### config.mk
export PLATFORM = sky130hd
export DESIGN_NAME = aes_small_scheduler
export DESIGN_NICKNAME = d
export VERILOG_FILES = /design/src/rtl/aes_small_pkg.sv /design/src/rtl/rr_arbiter2.sv /design/src/rtl/aes_small_scheduler.sv
export SDC_FILE = /design/constraint.sdc
export NUM_CORES = 1
export LEC_CHECK = 0
export ABC_AREA = 1
export BUFFER_PORTS_ARGS = -buffer_cell sky130_fd_sc_hd__buf_2
export CAP_MARGIN = 20
export CORE_AREA = 2 2 254 256
export DETAILED_ROUTE_END_ITERATION = 16
export DIE_AREA = 0 0 256 258
export SKIP_LAST_GASP = 1
export SYNTH_ARGS = -nofsm -noshare
export SYNTH_HDL_FRONTEND = slang
export SYNTH_SLANG_ARGS = --single-unit
### constraint.sdc
create_clock -name clk -period 1.9 [get_ports clk]
set_clock_uncertainty 0.05 [all_clocks]
set_input_delay 0.095 -clock clk [delete_from_list [all_inputs] [get_ports clk]]
set_output_delay 0.095 -clock clk [all_outputs]
set_load 0.005 [all_outputs]
### src/rtl/aes_small_pkg.sv
// rtl/aes_small_pkg.sv - shared types and default timing for the small AES scheduler
package aes_small_pkg;

    localparam int DEF_LOAD_CYCLES  = 16;
    localparam int DEF_CORE_LATENCY = 22;
    localparam int DEF_KEY_INIT     = 17;

    typedef logic [127:0] block_t;

    typedef enum logic [2:0] {
        ST_INIT,
        ST_IDLE,
        ST_LOAD,
        ST_WAIT,
        ST_OUT
    } state_t;

    function automatic int max3(input int a, input int b, input int c);
        int m;
        m = (a > b) ? a : b;
        return (m > c) ? m : c;
    endfunction

endpackage

### src/rtl/rr_arbiter2.sv
// rtl/rr_arbiter2.sv - two-way round-robin grant with last-grant history
module rr_arbiter2 (
    input  logic clk,
    input  logic rst,
    input  logic en,
    input  logic valid0,
    input  logic valid1,
    input  logic update,
    output logic grant0,
    output logic grant1
);

    logic last_grant;

    // On a tie the requester that did not win last time gets the grant.
    always_comb begin
        grant0 = en && valid0 && (!valid1 || last_grant);
        grant1 = en && valid1 && !grant0;
    end

    always_ff @(posedge clk or negedge rst) begin
        if (!rst) begin
            last_grant <= 1'b1;
        end else if (update) begin
            last_grant <= grant1;
        end
    end

endmodule

### src/rtl/aes_small_scheduler.sv
// rtl/aes_small_scheduler.sv - key-init sequencer and two-port block arbiter for the AES core
module aes_small_scheduler
    import aes_small_pkg::*;
#(
    parameter int LOAD_CYCLES  = DEF_LOAD_CYCLES,
    parameter int CORE_LATENCY = DEF_CORE_LATENCY,
    parameter int KEY_INIT     = DEF_KEY_INIT
) (
    input  logic        clk,
    input  logic        rst,
    input  logic        req0_valid,
    input  block_t      req0_data,
    output logic        req0_ready,
    input  logic        req1_valid,
    input  block_t      req1_data,
    output logic        req1_ready,
    output logic        core_load,
    output logic        core_key_rst,
    output logic [31:0] core_x,
    output logic [31:0] core_y,
    output logic [31:0] core_z,
    output logic [31:0] core_w,
    input  block_t      core_result,
    output logic        out_valid,
    input  logic        out_ready,
    output block_t      out_data,
    output logic        out_id,
    output logic        busy
);

    localparam int CW = $clog2(max3(LOAD_CYCLES, CORE_LATENCY, KEY_INIT) + 1);
    localparam logic [CW-1:0] KEY_LAST  = CW'(KEY_INIT);
    localparam logic [CW-1:0] LOAD_LAST = CW'(LOAD_CYCLES - 1);
    localparam logic [CW-1:0] WAIT_LAST = CW'(CORE_LATENCY - 1);

    state_t        state;
    state_t        state_nxt;
    logic [CW-1:0] cnt;
    logic          grant0;
    logic          grant1;
    logic          xfer;
    block_t        core_blk;

    rr_arbiter2 u_arb (
        .clk    (clk),
        .rst    (rst),
        .en     (state == ST_IDLE),
        .valid0 (req0_valid),
        .valid1 (req1_valid),
        .update (xfer),
        .grant0 (grant0),
        .grant1 (grant1)
    );

    assign req0_ready = grant0;
    assign req1_ready = grant1;
    assign xfer       = grant0 | grant1;

    always_ff @(posedge clk or negedge rst) begin
        if (!rst) begin
            state <= ST_INIT;
        end else begin
            state <= state_nxt;
        end
    end

    always_comb begin
        state_nxt = state;
        case (state)
            ST_INIT: if (cnt == KEY_LAST)  state_nxt = ST_IDLE;
            ST_IDLE: if (xfer)             state_nxt = ST_LOAD;
            ST_LOAD: if (cnt == LOAD_LAST) state_nxt = ST_WAIT;
            ST_WAIT: if (cnt == WAIT_LAST) state_nxt = ST_OUT;
            ST_OUT:  if (out_ready)        state_nxt = ST_IDLE;
            default:                       state_nxt = ST_INIT;
        endcase
    end

    always_comb begin
        core_load    = (state == ST_LOAD);
        core_key_rst = (state == ST_INIT) && (cnt == KEY_LAST);
        out_valid    = (state == ST_OUT);
        busy         = (state != ST_IDLE);
    end

    // Restarts from zero on every state change; only the timed states advance it.
    always_ff @(posedge clk or negedge rst) begin
        if (!rst) begin
            cnt <= '0;
        end else if (state_nxt != state) begin
            cnt <= '0;
        end else if (state == ST_INIT || state == ST_LOAD || state == ST_WAIT) begin
            cnt <= cnt + CW'(1);
        end
    end

    always_ff @(posedge clk or negedge rst) begin
        if (!rst) begin
            core_blk <= '0;
            out_data <= '0;
            out_id   <= 1'b0;
        end else begin
            if (xfer) begin
                core_blk <= grant1 ? req1_data : req0_data;
                out_id   <= grant1;
            end
            if (state == ST_WAIT && cnt == WAIT_LAST) begin
                out_data <= core_result;
            end
        end
    end

    assign core_x = core_blk[127:96];
    assign core_y = core_blk[95:64];
    assign core_z = core_blk[63:32];
    assign core_w = core_blk[31:0];

endmodule
Word-level counts from Yosys, hierarchy flattened
Cells that the tools add are included.

Word-level logic and storage cells: 39. Input bits: 389. Bits in registers: 266. Output and inout bits: 263.

Bitwise operators: 1. Multiplexer cells: 9. Reductions and logical operators: 13. Eq/ne operators: 9. $add $sub $neg: 1.

Operators with widths (count): two-way mux 128 bit (1); two-way mux 3 bit (5); case mux 3 bit (5 select lines) (1); == test 5 bit (second input constant) (2); two-way mux 5 bit (2); == test 3 x 2 -> 1 bit (second input constant) (2); logical AND 1 bit (6); adder 5 x 1 -> 5 bit (second input constant) (1); == test 5 x 4 -> 1 bit (second input constant) (1); == test 3 x 1 -> 1 bit (second input constant) (1); == test 3 bit (second input constant) (1); zero test 3 bit (1); logical OR 1 bit (3); inequality test 3 x 1 -> 1 bit (second input constant) (1); inequality test 3 bit (1); zero test 1 bit (2); nonzero test 2 bit (1); bitwise OR 1 bit (1).

Depth between registers and ports, before layout
Gate-level depths: netlist of the first run.

Depth after elaboration: 10. Gate-level depth with buffers: 12. Mapped depth without buffers: 12.

Cells and area by module
A second synthesis of the first run with hierarchy kept.

Cells, all modules: 1069. Area, all modules: 11566.1 um2.

Modules (own cells, without submodules): aes_small_scheduler (cells an instance 1056, area each 11486.0 um2, seq. area each 6631.4 um2, instances 1); rr_arbiter2 (cells an instance 13, area each 80.1 um2, seq. area each 26.3 um2, instances 1).

Worst setup path before layout of the first run
No wires, ideal clock.

Kind: flip-flop to flip-flop. From: register cnt[0]. To: register out_data[86]. Slack: 230 ps. Period minus slack after synthesis: 1670 ps. Stages on the path, launching flop included: 8. Buffers on the path: 2. Data arrival time: 1496 ps. Required time: 1725 ps. Library setup time: 125 ps. Path through: dfrtp_1 ha_1 nand2_1 nor2_1 nand2_1 buf_2 buf_4 mux2_2.

Cells in the longest elaborated chain, start to end: 2.

RTL lines: start, declared (RTL line aes_small_scheduler.sv:38) `logic [CW-1:0] cnt;`; start signal, assigned (RTL line aes_small_scheduler.sv:93) `cnt <= cnt + CW'(1);`; == test 5 bit (RTL line aes_small_scheduler.sv:107) `if (state == ST_WAIT && cnt == WAIT_LAST) begin`; logical AND 1 bit (RTL line aes_small_scheduler.sv:107); end signal, assigned (RTL line aes_small_scheduler.sv:108) `out_data <= core_result;`; end, declared (RTL line aes_small_scheduler.sv:26) `output block_t out_data,`.

No other way between the ends. A chain may end at the register's enable or synchronous reset.

Worst setup path after layout of the first run
From: register state[0]. To: register out_data[51].

Cells in the longest elaborated chain, start to end: 2.

RTL lines: start, declared (RTL line aes_small_scheduler.sv:36) `state_t state;`; start signal, assigned (RTL line aes_small_scheduler.sv:63) `state <= state_nxt;`; == test 3 x 2 -> 1 bit (RTL line aes_small_scheduler.sv:107); logical AND 1 bit (RTL line aes_small_scheduler.sv:107).

No other way between the ends.

==> flow_summary.yaml, run 1 <==
route:
  drt-total-wl_um: 53800
  drt_first_pass_iters: 5
  route.detailed.drc: 0
  antenna_left: 0
  drt_iter0_drc: 870
  dr_total_vias: 12800
  wire_per_inst_um: 17.9
  vias_per_cell: 4.25
synthesis:
  yosys_warnings: 0
  synth_top_area_share_pct: 58.2
  ys_types: 23
  synth-seq-cells: 266
  yosys.area.top_type: "dfrtp_1"
  syn_avg_cell_area_um2: 10.6
  synth_nets: 1464
  synthTopCellsByArea: "dfrtp_1 58%, mux2_2 13%, o21ai_0 6.1%"
  syn_area_um2: 11400
  ys_seq_area_share_pct: 58.4
  synthCells: 1072
timing:
  relSlewSlack_pct: 45.4
  hold_viol: 0
  finalMaxSlewViolations: 0
  finalSetupViolCount: 0
  worstMarginPinSlew_ps: 816
  fin_crit_ps: 1830
  period_share_pct: 96.4
  setup_tns_ps: 0
  rsz0062_at_grt: "true"
  max_freq_mhz: 546
finish:
  synthToLayoutAreaGrowth_pct: 85.0
  drive_gt1_share_pct: 42.5
  fillers: 6288
  stdcell_count: 3006
  final_common_cell: "buf_2"
  final_cell_mix: "648 x buf_2, 388 x dlygate4sd3_1, 263 x dfrtp_1"
  final_nets: 2514
worst_setup_path:
  worstPathRequired_ps: 2300
  worstSetupEndpointType: "flop"
  crit_type: "flop to flop"
  critPathMaxFanout: 32
  start_kind: "flop"
  critical_path_arrival_ps: 2230
grt:
  grt_max_degree: 93
  overflow: 0
  grt_antenna_before_repair: 11
  grt_pass1_vias: 13600
  grt_pass1_wl_um: 78700
  grt_use_total_pct: 15.1
clock_tree:
  clk_pin_slew_ps: 60
  cts_buffers: 31
  root_buffer: "clkbuf_16"
  cts_sinks: 266
  cts-htree-levels: 1
  cts_tree: "yes"
  clk_latency_ps: 570
  clk_path_buf_depth: 3
placement:
  place_inst: 2539
  place_congestion: 0.803
  port_buffers: 651
  hpwl_um: 33600
power:
  vdd_ir_drop_max_v: 0.000626
  p_leak_nw: 10.1
  power_density_nw_per_um2: 950
  power_mw: 20.0
run_status:
  outcome: "completed"
job:
  cap_violations: 0
floorplanning:
  initial_core_util_pct: 17.9
  die-width_um: 256
  die_h_um: 258
  core-area_um2: 63600
  dieArea_um2: 66000
  rows: 93
  io_pins: 652
hold_path:
  hold_class: "input port to flop"
==> Yosys cell counts, drive strengths merged <==
library cell  instances
a21oi                 1
buf                  44
clkbuf               40
dfrtp               265
dfstp                 1
ha                    3
inv                  19
mux2                128
nand2                19
nand3               136
nand3b                1
nand4                 2
nor2                149
o21ai               261
xor2                  3
==> sequential cells by signal (all words and copies together), names as in the netlist <==
| name | count |
|---|---|
| core_blk | 128 |
| out_data | 128 |
| cnt | 5 |
| state | 3 |
| out_id | 1 |
| u_arb.last_grant | 1 |
==> metal layers <==
layer,GRT usage [%],vias to the layer above,wire [um]
met4,6.21,6,2060
met5,0,-,41
met3,4.53,148,4730
li1,-,5816,-
met1,17.3,6090,20600
met2,26.4,707,26300
==> timing repair <==
| item | CTS | global route |
|---|---|---|
| hold endpoints to repair | 524 | 0 |
| gates cloned | 2 | 3 |
| gates resized for setup | 7 | 23 |
| endpoints found under the setup margin | 4 | 240 |
| pin swaps | 3 | 4 |
| hold buffers | 389 | 0 |
| buffers inserted | 10 | 2 |
==> critical path, cell delays in order, from the launching register on <==
cell,delay (ps)
dfrtp_2,430
buf_4,170
nand3_1,120
inv_1,90
nand2_4,80
buf_12,160
buf_12,210
mux2_2,370
==> final cells by class <==
class | instances | area, um2 | share of cell area, %
well taps | 855 | 1070 | 5.07
diodes | 5 | 12.5 | 0.0594
inverters | 19 | 78.8 | 0.374
clock buffers | 48 | 890 | 4.22
repair buffers | 1101 | 7990 | 37.9
flip-flops and latches | 266 | 6660 | 31.6
multi-input cells | 703 | 4280 | 20.3
clock inverters | 9 | 106 | 0.504
==> where the power goes <==
| part | internal, mW | switching (mW) | total, mW | leakage, nW |
|---|---|---|---|---|
| registers | 7.28 | 1.02 | 8.30 | 3.14 |
| clock network | 3.47 | 2.42 | 5.89 | 0.477 |
| logic | 3.06 | 2.76 | 5.82 | 6.46 |
==> final timing paths <==
check / start / to / slack (ps) / depth (start not counted)
worst max-delay path: state[0] / out_data[51] / 70 / 7
worst min-delay path: req0_valid / u_arb.last_grant / 2 / 7
worst max register to register: state[0] / out_data[51] / 70 / 7
worst min register to register: out_data[79] / out_data[79] / 450 / 1
max in group asynchronous: rst / core_blk[100] / 430 / 3
min in group asynchronous: rst / out_data[103] / 150 / 3
==> cells by family after synthesis <==
family / count (synthesis) / share of synthesized area (%)
and+or+nand+nor: 307 / 12.0
xor gates and xnor gates: 3 / 0.231
buffers and inverters: 103 / 4.84
adders and majority gates: 3 / 0.329
DFF: 266 / 58.4
muxes: 128 / 12.6
AOI/OAI and AO/OA: 262 / 11.5
==> through the flow <==
stage          cell area [um2]  setup slack (ps)  hold WS (ps)  util [%]
2_1_floorplan            11400               230          -251         -
3_3_place_gp             15800              15.7          27.4      24.8
3_5_place_dp             15800             -27.9          28.5      24.8
4_1_cts                  20900             -15.8          18.8      32.8
5_1_grt                  21100             -18.0          5.78      33.1
6_report                 21100              68.5          1.50      33.1
(Power assumes the default switching activity.)
==> inputs of run 2 (changes only) <==
--- a/config.mk
+++ b/config.mk
@@ -11,6 +11,7 @@
 export CORE_AREA = 2 2 254 256
 export DETAILED_ROUTE_END_ITERATION = 16
 export DIE_AREA = 0 0 256 258
+export PLACE_DENSITY = 0.5
 export SKIP_LAST_GASP = 1
 export SYNTH_ARGS = -nofsm -noshare
 export SYNTH_HDL_FRONTEND = slang
==> run 2 against run 1 <==
Net effect:
- critical path type unchanged
- critical endpoint is now core_blk[87]
- via count decreased by 0.56%
- sequential share of layout area is 0.054 points higher
- highest routed layer is now met4
- non-clock buffer count up 1
- first-iteration DRC count fell by 7.8%
- combinational power fell by 0.9%
- die area is the same
==> flow_summary.yaml, run 2 (synthesis results as in run 1) <==
run_status:
  outcome: "completed"
worst_setup_path:
  worstSetupEndpointType: "flop"
  critical_path_arrival_ps: 2210
  crit_type: "flop to flop"
  worstPathRequired_ps: 2300
  start_kind: "flop"
  critPathMaxFanout: 97
clock_tree:
  cts_buffers: 31
  clk_path_buf_depth: 3
  clk_pin_slew_ps: 60
  clk_latency_ps: 570
  cts_tree: "yes"
  cts-htree-levels: 1
  root_buffer: "clkbuf_16"
  cts_sinks: 266
floorplanning:
  initial_core_util_pct: 17.9
  core-area_um2: 63600
  die_h_um: 258
  dieArea_um2: 66000
  rows: 93
  die-width_um: 256
  io_pins: 652
timing:
  relSlewSlack_pct: 56.5
  setup_tns_ps: 0
  worstMarginPinSlew_ps: 653
  finalSetupViolCount: 0
  worst_slack_ps: 89.5
  finalMaxSlewViolations: 0
  whs_ps: 64.4
  period_share_pct: 95.3
  hold_viol: 0
  fin_crit_ps: 1810
  max_freq_mhz: 552
  rsz0062_at_grt: "true"
route:
  wire_per_inst_um: 17.1
  drt_iter0_drc: 802
  dr_total_vias: 12700
  drt-total-wl_um: 51400
  drt_first_pass_iters: 8
  vias_per_cell: 4.23
  antenna_left: 0
  route.detailed.drc: 0
power:
  power_density_nw_per_um2: 966
  p_leak_nw: 10.1
  vdd_ir_drop_max_v: 0.000594
finish:
  final_common_cell: "buf_2"
  final_nets: 2515
  synthToLayoutAreaGrowth_pct: 84.6
  final_cell_mix: "649 x buf_2, 388 x dlygate4sd3_1, 265 x dfrtp_1"
  fin_util_pct: 33.1
  reg_top3: "core_blk: 128 flops, out_data: 128 flops, cnt: 5 flops"
  fin_area_um2: 21000
  drive_gt1_share_pct: 42.3
placement:
  port_buffers: 651
  place_ws_ps: 81.3
  place_congestion: 0.856
  place_area_um2: 15800
  hpwl_um: 34100
grt:
  overflow: 0
  use_met2_pct: 25.9
  grt_pass1_vias: 13300
  grt_util_met3_pct: 4.36
  busiest_layer: "met2"
  grt_pass1_wl_um: 76000
  grt_antenna_before_repair: 1
  met1_usage_pct: 15.7
  grt_max_degree: 98
  grt_use_total_pct: 14.4
job:
  cap_violations: 0
hold_path:
  hold_class: "input port to asynchronous set/reset pin"
run 2: report_power, final:
part	internal, mW	switching [mW]	leakage, nW
Sequential	7.28	1.04	3.14
Clock	3.76	2.48	0.506
Combinational	3.02	2.75	6.44
Total	14.1	6.27	10.1
run 2: final timing paths:
| path | endpoint | start | cells after the start | slack (ps) |
|---|---|---|---|---|
| setup / recovery | core_blk[87] | u_arb.last_grant | 5 | 90 |
| hold / removal | core_blk[111] | rst | 2 | 60 |
| setup reg to reg | core_blk[87] | u_arb.last_grant | 5 | 90 |
| hold reg to reg | out_data[40] | out_data[40] | 1 | 450 |
| max in group asynchronous | out_data[75] | rst | 3 | 1070 |
| min in group clk | core_blk[119] | req0_valid | 5 | 170 |
run 2: what timing repair did:
item                       4_1_cts  5_1_grt
hold endpoints to repair       524        0
hold buffers                   388        0
pin swaps                        2        3
resized for setup                4       14
setup buffers                    4        2
setup endpoints to repair        2      114
gates cloned                     1        4
run 2: stage by stage:
stage / std cells / power [mW]
floorplan: 1072 / 10.2
global placement: 2546 / 13.4
detailed placement: 2546 / 13.4
CTS: 2995 / 20.5
global route: 3001 / 21.6
finish: 3003 / 20.3
run 2: final cells by class:
class,instances,area (um2)
Antenna cell,2,5.00
Clock buffer,44,885
Clock inverter,12,174
Fill cell,6372,42600
Inverter,19,73.8
Multi-Input combinational cell,703,4230
Sequential cell,266,6660
Tap cell,855,1070
Timing Repair Buffer,1102,7940
run 2: layer usage:
metal,up-vias,part of all wire (%)
met5,-,0
met4,0,3.7
met3,116,8.5
met2,671,50
met1,6092,38
li1,5816,-
run 2: critical path, cell delays in order (launching register included):
cell and delay (ps):
dfstp_2 560, o21ai_4 70, clkbuf_16 220, buf_6 320, o21ai_0 230, o21ai_1 80
